[src/rtl/mul_seq.sv]
// mul_seq: multi-cycle unsigned shift-add multiplier sequencer.
//
// It drives the shared combinational ALU with one ADD per cycle and builds a
// 2*SIZE-bit product from the ALU sum and carry-out. The low word (MUL) or the
// high word (MULHU, f3_i == 3'b011) is returned on result_o.
//
// Optional feature macro: MUL_EARLY_EXIT_EN. When it is defined, the block
// finishes as soon as the remaining multiplier bits are all zero. When it is
// undefined, every operation takes SIZE iterations.
//
// Ports:
//   clk        clock, rising edge
//   rst        synchronous active-high reset
//   start_i    request, accepted when ready_o = 1
//   f3_i       3'b011 selects MULHU, any other value selects MUL
//   op1_i      multiplicand, captured on accept
//   op2_i      multiplier, captured on accept
//   ready_o    high in IDLE and DONE
//   busy_o     high while iterating
//   done_o     one-cycle pulse; result_o is valid
//   result_o   selected product word, held until the next result
//   alu_f3_o   ALU funct3, always ADD/SUB group
//   alu_f7_o   ALU funct7, always ADD
//   alu_op1_o  accumulator while busy, else 0
//   alu_op2_o  multiplicand if the current multiplier bit is set, else 0
//   alu_res_i  ALU sum, same cycle
//   alu_c_i    ALU carry-out
module mul_seq #(
    parameter int unsigned SIZE = 32
) (
    input  logic            clk,
    input  logic            rst,
    input  logic            start_i,
    input  logic [2:0]      f3_i,
    input  logic [SIZE-1:0] op1_i,
    input  logic [SIZE-1:0] op2_i,
    output logic            ready_o,
    output logic            busy_o,
    output logic            done_o,
    output logic [SIZE-1:0] result_o,
    output logic [2:0]      alu_f3_o,
    output logic [6:0]      alu_f7_o,
    output logic [SIZE-1:0] alu_op1_o,
    output logic [SIZE-1:0] alu_op2_o,
    input  logic [SIZE-1:0] alu_res_i,
    input  logic            alu_c_i
);

    localparam int unsigned CntW = $clog2(SIZE) + 1;

    typedef enum logic [1:0] {StIdle, StBusy, StDone} state_e;

    state_e            state_q, state_d;
    logic [SIZE-1:0]   mcand_q, mcand_d;
    logic [SIZE-1:0]   mplier_q, mplier_d;
    logic [SIZE-1:0]   acc_q, acc_d;
    logic [SIZE-1:0]   lo_q, lo_d;
    logic [CntW-1:0]   cnt_q, cnt_d;
    logic              hisel_q, hisel_d;
    logic [SIZE-1:0]   result_q, result_d;

    // Sum and carry shifted in at the top, product shifted right by one.
    logic [2*SIZE-1:0] prod_next;
    logic [2*SIZE-1:0] prod_fin;
    logic              last_iter;

    assign prod_next = {alu_c_i, alu_res_i, lo_q[SIZE-1:1]};

`ifdef MUL_EARLY_EXIT_EN
    logic [CntW-1:0] shamt;
    // Remaining iterations would only add zero and shift, so do them in one go.
    assign shamt     = CntW'(SIZE - 1) - cnt_q;
    assign prod_fin  = prod_next >> shamt;
    assign last_iter = (cnt_q == CntW'(SIZE - 1)) || ((mplier_q >> 1) == '0);
`else
    assign prod_fin  = prod_next;
    assign last_iter = (cnt_q == CntW'(SIZE - 1));
`endif

    always_ff @(posedge clk) begin
        if (rst) begin
            state_q  <= StIdle;
            mcand_q  <= '0;
            mplier_q <= '0;
            acc_q    <= '0;
            lo_q     <= '0;
            cnt_q    <= '0;
            hisel_q  <= 1'b0;
            result_q <= '0;
        end else begin
            state_q  <= state_d;
            mcand_q  <= mcand_d;
            mplier_q <= mplier_d;
            acc_q    <= acc_d;
            lo_q     <= lo_d;
            cnt_q    <= cnt_d;
            hisel_q  <= hisel_d;
            result_q <= result_d;
        end
    end

    always_comb begin
        state_d  = state_q;
        mcand_d  = mcand_q;
        mplier_d = mplier_q;
        acc_d    = acc_q;
        lo_d     = lo_q;
        cnt_d    = cnt_q;
        hisel_d  = hisel_q;
        result_d = result_q;

        case (state_q)
            StIdle, StDone: begin
                if (start_i) begin
                    mcand_d  = op1_i;
                    mplier_d = op2_i;
                    acc_d    = '0;
                    lo_d     = '0;
                    cnt_d    = '0;
                    hisel_d  = (f3_i == 3'b011);
                    state_d  = StBusy;
                end else begin
                    state_d = StIdle;
                end
            end
            StBusy: begin
                acc_d    = prod_next[2*SIZE-1:SIZE];
                lo_d     = prod_next[SIZE-1:0];
                mplier_d = mplier_q >> 1;
                cnt_d    = cnt_q + 1'b1;
                if (last_iter) begin
                    result_d = hisel_q ? prod_fin[2*SIZE-1:SIZE] : prod_fin[SIZE-1:0];
                    state_d  = StDone;
                end
            end
            default: state_d = StIdle;
        endcase
    end

    assign busy_o    = (state_q == StBusy);
    assign ready_o   = ~busy_o;
    assign done_o    = (state_q == StDone);
    assign result_o  = result_q;
    assign alu_f3_o  = 3'b000;
    assign alu_f7_o  = 7'b0000000;
    assign alu_op1_o = busy_o ? acc_q : '0;
    assign alu_op2_o = (busy_o && mplier_q[0]) ? mcand_q : '0;

endmodule

[config.mk]
export PLATFORM = sky130hd
export DESIGN_NAME = mul_seq
export DESIGN_NICKNAME = d
export VERILOG_FILES = /design/src/rtl/mul_seq.sv
export SDC_FILE = /design/constraint.sdc
export NUM_CORES = 1
export LEC_CHECK = 0
export CAP_MARGIN = 0
export CORE_MARGIN = 2
export CORE_UTILIZATION = 43
export CTS_CLUSTER_DIAMETER = 100
export CTS_CLUSTER_SIZE = 25
export DETAILED_ROUTE_END_ITERATION = 8
export PLACE_DENSITY = 0.77
export SETUP_SLACK_MARGIN = 0.05
export SYNTH_ARGS = -nofsm -noshare
export SYNTH_HDL_FRONTEND = slang
export SYNTH_SLANG_ARGS = --single-unit
export TNS_END_PERCENT = 20
[constraint.sdc]
create_clock -name clk -period 1.4 [get_ports clk]
set_clock_uncertainty 0.05 [all_clocks]
set_input_delay 0.28 -clock clk [delete_from_list [all_inputs] [get_ports clk]]
set_output_delay 0.28 -clock clk [all_outputs]
set_load 0.02 [all_outputs]
# [Word level (Yosys, flattened, before mapping)]
# Index checks and enable logic that the tools add are counted.
[word_totals] in_bits=103 out_inout_bits=109 elab_cells=36 memories=0 regBits=169 ramBits=0 mem_bits_ro=0 latch_bits=0
[op_classes] reduce_logical=7 muxes=13 bitwise=1 div=0 eq_ne=6 n_lt_le_gt_ge=0 add_sub_neg=1 n_mul=0 n_shift=0
[ops] operator="$pmux W32 S2" count=3
[ops] operator="$mux W32" count=5
[ops] operator="$pmux W6 S2" count=1
[ops] operator="$add A6 B1 Y6 const B" count=1
[ops] operator="$eq A6 B5 Y1 const B" count=1
[ops] operator="$mux W6" count=1
[ops] operator="$reduce_and A2 Y1" count=3
[ops] operator="$pmux W2 S2" count=1
[ops] operator="$eq A3 B2 Y1 const B" count=1
[ops] operator="$eq A2 B1 Y1 const B" count=1
[ops] operator="$eq A2 B2 Y1 const B" count=1
[ops] operator="$logic_not A2 Y1" count=1
[ops] operator="$mux W2" count=1
[ops] operator="$ne A2 B1 Y1 const B" count=1
[ops] operator="$ne A2 B2 Y1 const B" count=1
[ops] operator="$reduce_bool A2 Y1" count=1
[ops] operator="$reduce_or A2 Y1" count=1
[ops] operator="$logic_and A1 B1 Y1" count=1
[ops] operator="$mux W1" count=1
[ops] operator="$not A1 Y1" count=1

# [Depth between registers and ports, before layout]
# Gate-level depths: netlist of run 1.
[logic_depth] ltp_word=4 ltp_mapped=7 depth_no_buf=4

# [Worst setup path after synthesis of run 1]
# No wires, ideal clock.
[synth_path] kind="flip-flop to output port" from="register state_q[1]" to="output port alu_op2_o[0]" required_time_ns=1.070 path_stages_with_launch=6 slack_ns=-0.120 n_path_buf=2 arrival_ns=1.190 cell_sequence="dfxtp_1 -> nand2b_1 -> inv_2 -> buf_2 -> clkbuf_1 -> and3_1"
[synth_between] elab_chain_cells=3
[synth_lines] item="from (decl)" line_no="53" text="state_e state_q, state_d;"
[synth_lines] item="from (signal assigned)" line_no="82" text="state_q <= StIdle;"
[synth_lines] item="from (signal assigned)" line_no="91" text="state_q <= state_d;"
[synth_lines] item="$eq A2 B1 Y1" line_no="140" text="assign busy_o = (state_q == StBusy);"
[synth_lines] item="$logic_and A1 B1 Y1" line_no="147" text="assign alu_op2_o = (busy_o && mplier_q[0]) ? mcand_q : '0;"
[synth_lines] item="$mux W32" line_no="147"
[synth_lines] item="to (decl)" line_no="44" text="output logic [SIZE-1:0] alu_op2_o,"
# No other way between the ends.

# [Worst setup path in the final report of run 1]
[layout_path] from="register state_q[1]" to="output port alu_op2_o[3]"
# Same word-level chain as after synthesis.

==> results.env, run 1 <==
NNETSFINAL=1136
NET_SWITCHING_POWER_FIGURE_uW=2710
LARGEST_NET_DEGREE_AT_THE_START_OF_GLOBAL_ROUTING=46
GRT_FIRST_PASS_WIRELENGTH_UM=32500
FINALHOLDVIOLATIONS=0
SYNTH_ASYNC_SR_FLOP_SHARE_PCT=0
SYNTH_FLOP_CELL='sky130_fd_sc_hd__dfxtp_1'
STD_CELL_ROWS=47
GRT_ANTENNA_BEFORE_REPAIR=0
COUNT_OF_PLACED_STANDARD_CELLS_INCLUDING_TAPS=1226
DESIGN_AREA_SQ_UM=10700
CTS_MAX_PATH_BUFFERS=2
WORSTPATHREQUIRED_NS=1.07
NETLIST_AREA_BEFORE_PLACEMENT_SQ_UM=7210
INTERNAL_POWER_uW=9050
SYNTHESIS.YOSYS.WARNINGS=0
DIE_H_UM=133
DRT_PASS1_ITERATIONS=5
NUMCTSBUFFERS=17
YOSYS.AREA.TOP_TYPE_SHARE_PCT=46.6
AREA_OF_THE_PLACEABLE_CORE_SQ_UM=16500
UPPER_CLOCK_FREQUENCY_LIMIT_GHz=0.551
CRIT_FANOUT=12
POST-DP-HPWL_UM=13500
DETAIL_ROUTE.VIAS_PER_CELL=5.29
RUN_STATUS='finished with violations'
SUM_OF_NEGATIVE_SETUP_SLACK_NS=-24.16
CRITPATHARRIVALTIME_NS=1.48
CLOCK_POWER_SHARE_PCT=44.2
CLOCK_LATENCY_NS=0.42
MIN_PATH_TYPE='in -> reg'
TIMING.HOLD.WS_NS=0.161
SLEW_VIOLATIONS=0
SYNTH_SEQUENTIAL_AREA_RATIO_PCT=46.6
CTS_HOLD_REPAIR.BUFFERS=0
DETAILED_PLACE.AREA_SQ_UM=9780
GRT.OVERFLOW.TOTAL=0
POWER.SWITCHING_FRACTION_PCT=23.1
VIA_COUNT=6681
TIMING.MAX_CAP.VIOLATIONS=0
PORTBUFFERS=201
SETUP_VIOL_COUNT_FINAL=79
CTS-ROOT-BUF='sky130_fd_sc_hd__clkbuf_16'
SYNTHTOLAYOUTAREAGROWTH_PCT=48.5
REG_POWER_SHARE_PCT=43.0
DIEWIDTH_UM=133
N_ANTENNA_CELL=0
COMBPWRFRAC_PCT=12.8
PWR_DENSITY_CELL_nW_PER_UM2=1100
POST_ROUTE_CELLS_DRIVE_ABOVE_1_SHARE_PCT=29.5
GP_CONGESTION=0.764
FINALWORSTSETUPSLACK_NS=-0.414
FINALNONFILLERCELLS=1263
POWER.IR.VDD_WORST_mV=0.919
POSTSYNTHAREAPERCELL_SQ_UM=8.51
CLOCK-SINKS=168
ANTENNA_LEFT=0
DIE_AREA_SQ_UM=17800
RSZ0062_AT_GRT='yes'
INITIAL_CORE_UTILIZATION_PCT=43.8
P_LEAK_uW=0.00394
CTS.REPORTEDPATHS.CLKPINSLEW_NS=0.06
SYNTH_TOP_AREA_CELL='sky130_fd_sc_hd__dfxtp_1'
VIAS_IN_THE_FIRST_GLOBAL_ROUTE=6348
TRITONCTS='yes'
TIMING.FINAL.CRIT_PERIOD_NS=1.81
YS_TOP_CELLS_BY_AREA='sky130_fd_sc_hd__dfxtp_1 47%, sky130_fd_sc_hd__a21oi_1 11%, sky130_fd_sc_hd__nand3_1 6.8%'
WL_PER_CELL_UM=16.0
REMAINING_DRC_ERRORS=0
CRITICAL_PATH.STARTPOINT_TYPE='register'
HTREE_NUM_LEVELS=4
SYNTH_SEQ_CELLS=168
WL_UM=20200
SYNTH-EDFF-COUNT=0
SYN-INSTANCE-COUNT=847
SYNTH.MOST_COMMON_CELL='sky130_fd_sc_hd__dfxtp_1'
YOSYSUNIQUECELLTYPES=31
IOS=212
WORSTSETUPENDPOINTTYPE='output pin'
TRACK_USAGE_PCT=22.5
FINAL.PERIOD_UTILIZATION_PCT=130
DETAILEDROUTE.FIRSTITERATIONVIOLATIONS=511
WORSTSETUPPATHTYPE='reg -> out'
FAILED_CHECKS='setup timing'
SYNTH.TOP_CELLS.BY_COUNT='168 x sky130_fd_sc_hd__dfxtp_1, 163 x sky130_fd_sc_hd__a21oi_1, 130 x sky130_fd_sc_hd__nand2_1, 98 x sky130_fd_sc_hd__nand3_1, 49 x sky130_fd_sc_hd__clkbuf_1'
-- final cells by class --
| cell class | instances | area, sq um |
|---|---|---|
| inverter | 1 | 16.3 |
| sequential | 168 | 3370 |
| fill | 1350 | 5760 |
| multi-input combinational | 587 | 3730 |
| clock inverter | 9 | 198 |
| tap | 220 | 275 |
| timing repair buffer | 257 | 2660 |
| clock buffer | 21 | 450 |
-- per-stage QoR --
stage	worst slack, ns	total power (uW)	util, %
finish	-0.414	11800	65.0
global route	-0.468	12200	65.0
CTS	-0.475	11800	63.7
detailed placement	-0.450	6520	59.4
global placement	-0.419	6500	59.4
floorplan	-0.0852	5860	-
-- registers in the layout, summed over array words and instances (netlist names) --
name and cells:
result_o 32, mcand_q 32, cnt_q 6, acc_q 32, state_q 2, mplier_q 32
lo_q 31, hisel_q 1
-- layer usage --
layer	track usage (%)	part of all wire [%]
met2	37.5	50
met3	3.77	4.3
met4	9.57	2.8
met1	29.0	43
met5	0	0
-- power groups by stage --
stage	registers (uW)	clock network (uW)	logic, uW
2_1_floorplan	5130	0	732
3_3_place_gp	5150	0	1350
3_5_place_dp	5160	0	1370
4_1_cts	5050	5280	1460
5_1_grt	5080	5480	1630
6_report	5060	5200	1500
-- critical path, cell delays in order (launching register included) --
cell and delay, ns:
sky130_fd_sc_hd__dfxtp_2 0.32, sky130_fd_sc_hd__nand2b_4 0.15, sky130_fd_sc_hd__clkinv_8 0.09, sky130_fd_sc_hd__buf_12 0.15, sky130_fd_sc_hd__and3_2 0.21, sky130_fd_sc_hd__buf_6 0.13
-- layout by cell type, fill, tap and decap left out, types with 27 or more instances in the layout --
master	n
sky130_fd_sc_hd__dfxtp_1	163
sky130_fd_sc_hd__a21oi_1	156
sky130_fd_sc_hd__nand2_1	130
sky130_fd_sc_hd__clkdlybuf4s50_1	101
sky130_fd_sc_hd__nand3_1	96
sky130_fd_sc_hd__buf_6	71
sky130_fd_sc_hd__buf_2	33
sky130_fd_sc_hd__mux2i_1	32
sky130_fd_sc_hd__a211oi_2	31
sky130_fd_sc_hd__and3_4	30
sky130_fd_sc_hd__buf_4	28
sky130_fd_sc_hd__and2_4	27
-- timing repair --
action / 4_1_cts / 5_1_grt
buffers inserted: 3 / 4
resized for setup: 547 / 68
pin swaps: 20 / 74
cloned: 2 / 0
endpoints found under the setup margin: 245 / 232
-- logic make-up (layout without fill, tap and decap cells) --
kind of cell	after synthesis	in the layout	synth area share [%]
AND/OR/NAND/NOR	312	312	21.0
multiplexers	35	35	4.91
AO/OA/AOI/OAI	229	229	20.3
adder cells (fa/ha/maj)	1	1	0.173
buffers and inverters	101	288	6.92
flip-flops	168	168	46.6
other	1	10	0.0520
-- worst paths after layout --
check	from	endpoint	slack (ns)	cells past startpoint
max	state_q[1]	alu_op2_o[3]	-0.41	5
max reg2reg	state_q[1]	cnt_q[2]	-0.21	5
min reg2reg	mcand_q[2]	mcand_q[2]	0.41	2
min	rst	mplier_q[8]	0.16	2
Power figures use the tool's default switching activity.
==> run 2, diff against run 1 <==
--- a/config.mk
+++ b/config.mk
@@ -7,11 +7,11 @@
 export LEC_CHECK = 0
 export CAP_MARGIN = 0
 export CORE_MARGIN = 2
-export CORE_UTILIZATION = 43
-export CTS_CLUSTER_DIAMETER = 100
+export CORE_UTILIZATION = 42
+export CTS_CLUSTER_DIAMETER = 120
 export CTS_CLUSTER_SIZE = 25
 export DETAILED_ROUTE_END_ITERATION = 8
-export PLACE_DENSITY = 0.77
+export PLACE_DENSITY_LB_ADDON = 0.05
 export SETUP_SLACK_MARGIN = 0.05
 export SYNTH_ARGS = -nofsm -noshare
 export SYNTH_HDL_FRONTEND = slang
==> run 2 against run 1 <==
Against the previous run:
- the flow still finishes with violations (setup timing)
- total power shrank 2.7%
- cell area grew 1.4%
- critical path type unchanged
- critical path depth is the same
- sequential power is essentially flat
- largest power group is now registers
- utilization is essentially flat
- count of clock-buffer cells in the layout is the same
==> results.env, run 2 (synthesis gave the netlist of run 1 again) <==
RUN_STATUS='finished with violations'
FAILED_CHECKS='setup timing'
GRT_FIRST_PASS_WIRELENGTH_UM=32200  # -0.87%
WORSTPATHREQUIRED_NS=1.07  # about the same
TOTALPOWERFINAL_uW=11400  # -2.7%
SYNTHTOLAYOUTAREAGROWTH_PCT=50.5
TIMING.FINAL.CRIT_PERIOD_NS=1.82  # +0.00520 ns
CRITICAL_PATH.STARTPOINT_TYPE='register'
UPPER_CLOCK_FREQUENCY_LIMIT_GHz=0.550  # -0.29%
RSZ0062_AT_GRT='yes'
P_LEAK_uW=0.00404  # +2.6%
INITIAL_CORE_UTILIZATION_PCT=43.2  # -0.62 points
ANTENNA_LEFT=0  # unchanged
WORSTSETUPPATHTYPE='reg -> out'
AREA_OF_THE_PLACEABLE_CORE_SQ_UM=16700  # +1.4%
CRITPATHARRIVALTIME_NS=1.49  # about the same
POST_ROUTE_CELLS_DRIVE_ABOVE_1_SHARE_PCT=30.6  # +1.0 points
CTS_MAX_PATH_BUFFERS=2  # unchanged
VIA_COUNT=6752  # +1.1%
LAYOUT.FILLER_CELLS=1427  # +5.7%
TIMING.MAX_CAP.VIOLATIONS=0  # unchanged
FINALWORSTSETUPSLACK_NS=-0.420  # -0.00520 ns
CRIT_FANOUT=17  # +5
CLOCK-SINKS=168  # unchanged
SETUP_VIOL_COUNT_FINAL=157  # +99%
WL_PER_CELL_UM=16.7  # +4.5%
DIEWIDTH_UM=135  # +1.1%
POWER.SWITCHING_FRACTION_PCT=25.5  # +2.5 points
CTS-ROOT-BUF='sky130_fd_sc_hd__clkbuf_16'
NET_SWITCHING_POWER_FIGURE_uW=2920  # +7.7%
DETAILEDROUTE.FIRSTITERATIONVIOLATIONS=410  # -20%
IOS=212  # unchanged
MOST-COMMON-LAYOUT-CELLS='164 x sky130_fd_sc_hd__dfxtp_1, 156 x sky130_fd_sc_hd__a21oi_1, 130 x sky130_fd_sc_hd__nand2_1'
REMAINING_DRC_ERRORS=0  # unchanged
VIAS_IN_THE_FIRST_GLOBAL_ROUTE=6081  # -4.2%
N_ANTENNA_CELL=0  # unchanged
TIMING.HOLD.WS_NS=0.144  # -0.0178 ns
DESIGN_AREA_SQ_UM=10900  # +1.4%
PORTBUFFERS=201  # unchanged
CTS.REPORTEDPATHS.CLKPINSLEW_NS=0.07  # about the same
WORSTSETUPENDPOINTTYPE='output pin'
CLOCK_LATENCY_NS=0.43  # about the same
TRITONCTS='yes'
POWER.IR.VDD_WORST_mV=0.950  # +3.4%
MULTI_INPUT_AREA_SQ_UM=3720  # -0.33%
CLOCK_POWER_SHARE_PCT=41.5  # -2.7 points
SLEW_VIOLATIONS=0  # unchanged
WL_UM=21300  # +5.7%
POST-DP-HPWL_UM=13100  # -3.1%
FINALHOLDVIOLATIONS=0  # unchanged
INTERNAL_POWER_uW=8520  # -5.8%
DRT_PASS1_ITERATIONS=5  # unchanged
GRT_ANTENNA_BEFORE_REPAIR=0  # unchanged
PWR_DENSITY_CELL_nW_PER_UM2=1050  # -4.0%
MIN_PATH_TYPE='in -> reg'
REG_POWER_SHARE_PCT=44.2  # +1.2 points
DIE_AREA_SQ_UM=18200  # +2.3%
HTREE_NUM_LEVELS=4  # unchanged
COMBPWRFRAC_PCT=14.3  # +1.5 points
DETAILED_PLACE.AREA_SQ_UM=9810  # +0.33%
TRACK_USAGE_PCT=22.0  # -0.56 points
DETAIL_ROUTE.VIAS_PER_CELL=5.29  # about the same
SUM_OF_NEGATIVE_SETUP_SLACK_NS=-28.25  # -4.09 ns
MOST_COMMON_LIBRARY_CELL_IN_THE_LAYOUT_IGNORING_FILL_AND_TAPS='sky130_fd_sc_hd__dfxtp_1'
DIE_H_UM=135  # +1.1%
NUMCTSBUFFERS=17  # unchanged
GRT.OVERFLOW.TOTAL=0  # unchanged
GP_CONGESTION=0.736  # -3.7%
STD_CELL_ROWS=47  # unchanged
REGAREA_SQ_UM=3370  # about the same
LARGEST_NET_DEGREE_AT_THE_START_OF_GLOBAL_ROUTING=101  # +120%
NNETSFINAL=1148  # +1.1%
FINAL.PERIOD_UTILIZATION_PCT=130  # +0.37 points
## run 2: path summary, 6_finish.rpt
check,from,to,slack (ns),depth (start not counted)
setup / recovery,state_q[1],alu_op2_o[27],-0.42,5
hold / removal,rst,cnt_q[0],0.14,2
hold reg to reg,mcand_q[27],mcand_q[27],0.40,2
setup reg to reg,state_q[1],cnt_q[2],-0.20,7
## run 2: metal layers
| layer | vias up | GRT usage (%) | part of all wire (%) |
|---|---|---|---|
| li1 | 3343 | - | - |
| met1 | 3203 | 31.1 | 47 |
| met2 | 194 | 34.7 | 47 |
| met3 | 12 | 4.50 | 4.8 |
| met4 | 0 | 4.92 | 0.67 |
| met5 | - | 0 | 0 |
## run 2: metrics by stage
stage	worst slack [ns]	util (%)	instances
floorplan	-0.0852	-	856
global placement	-0.425	58.8	1227
detailed placement	-0.458	58.8	1227
CTS	-0.446	63.0	1270
global route	-0.469	65.0	1277
finish	-0.420	65.0	1277
## run 2: repair_timing
item	in CTS	in global routing
hold buffers	0	0
endpoints found under the setup margin	233	205
setup buffers	9	6
gates resized for setup	544	71
gates cloned	2	3
pin swaps	24	54
## run 2: final cells by class
cell class | instances | share of cell area (%)
clock buffers | 21 | 4.24
multi-input cells | 587 | 34.3
well taps | 220 | 2.54
inverters | 1 | 0.150
clock inverters | 11 | 1.29
repair buffers | 269 | 26.5
flip-flops and latches | 168 | 31.0
## run 2: critical path: stages, from the launching register on
cell                       delay [ns]
sky130_fd_sc_hd__dfxtp_2         0.33
sky130_fd_sc_hd__nand2b_4        0.15
sky130_fd_sc_hd__clkinv_8        0.09
sky130_fd_sc_hd__buf_12          0.15
sky130_fd_sc_hd__and3_2          0.21
sky130_fd_sc_hd__buf_6           0.13
## run 2: power groups by stage
stage	clock [uW]	sequential (uW)	combinational, uW
after detailed placement	0	5160	1390
after floorplan	0	5130	732
after global routing	5040	5070	1760
after CTS	4850	5050	1500
after global placement	0	5150	1380
final	4750	5060	1630
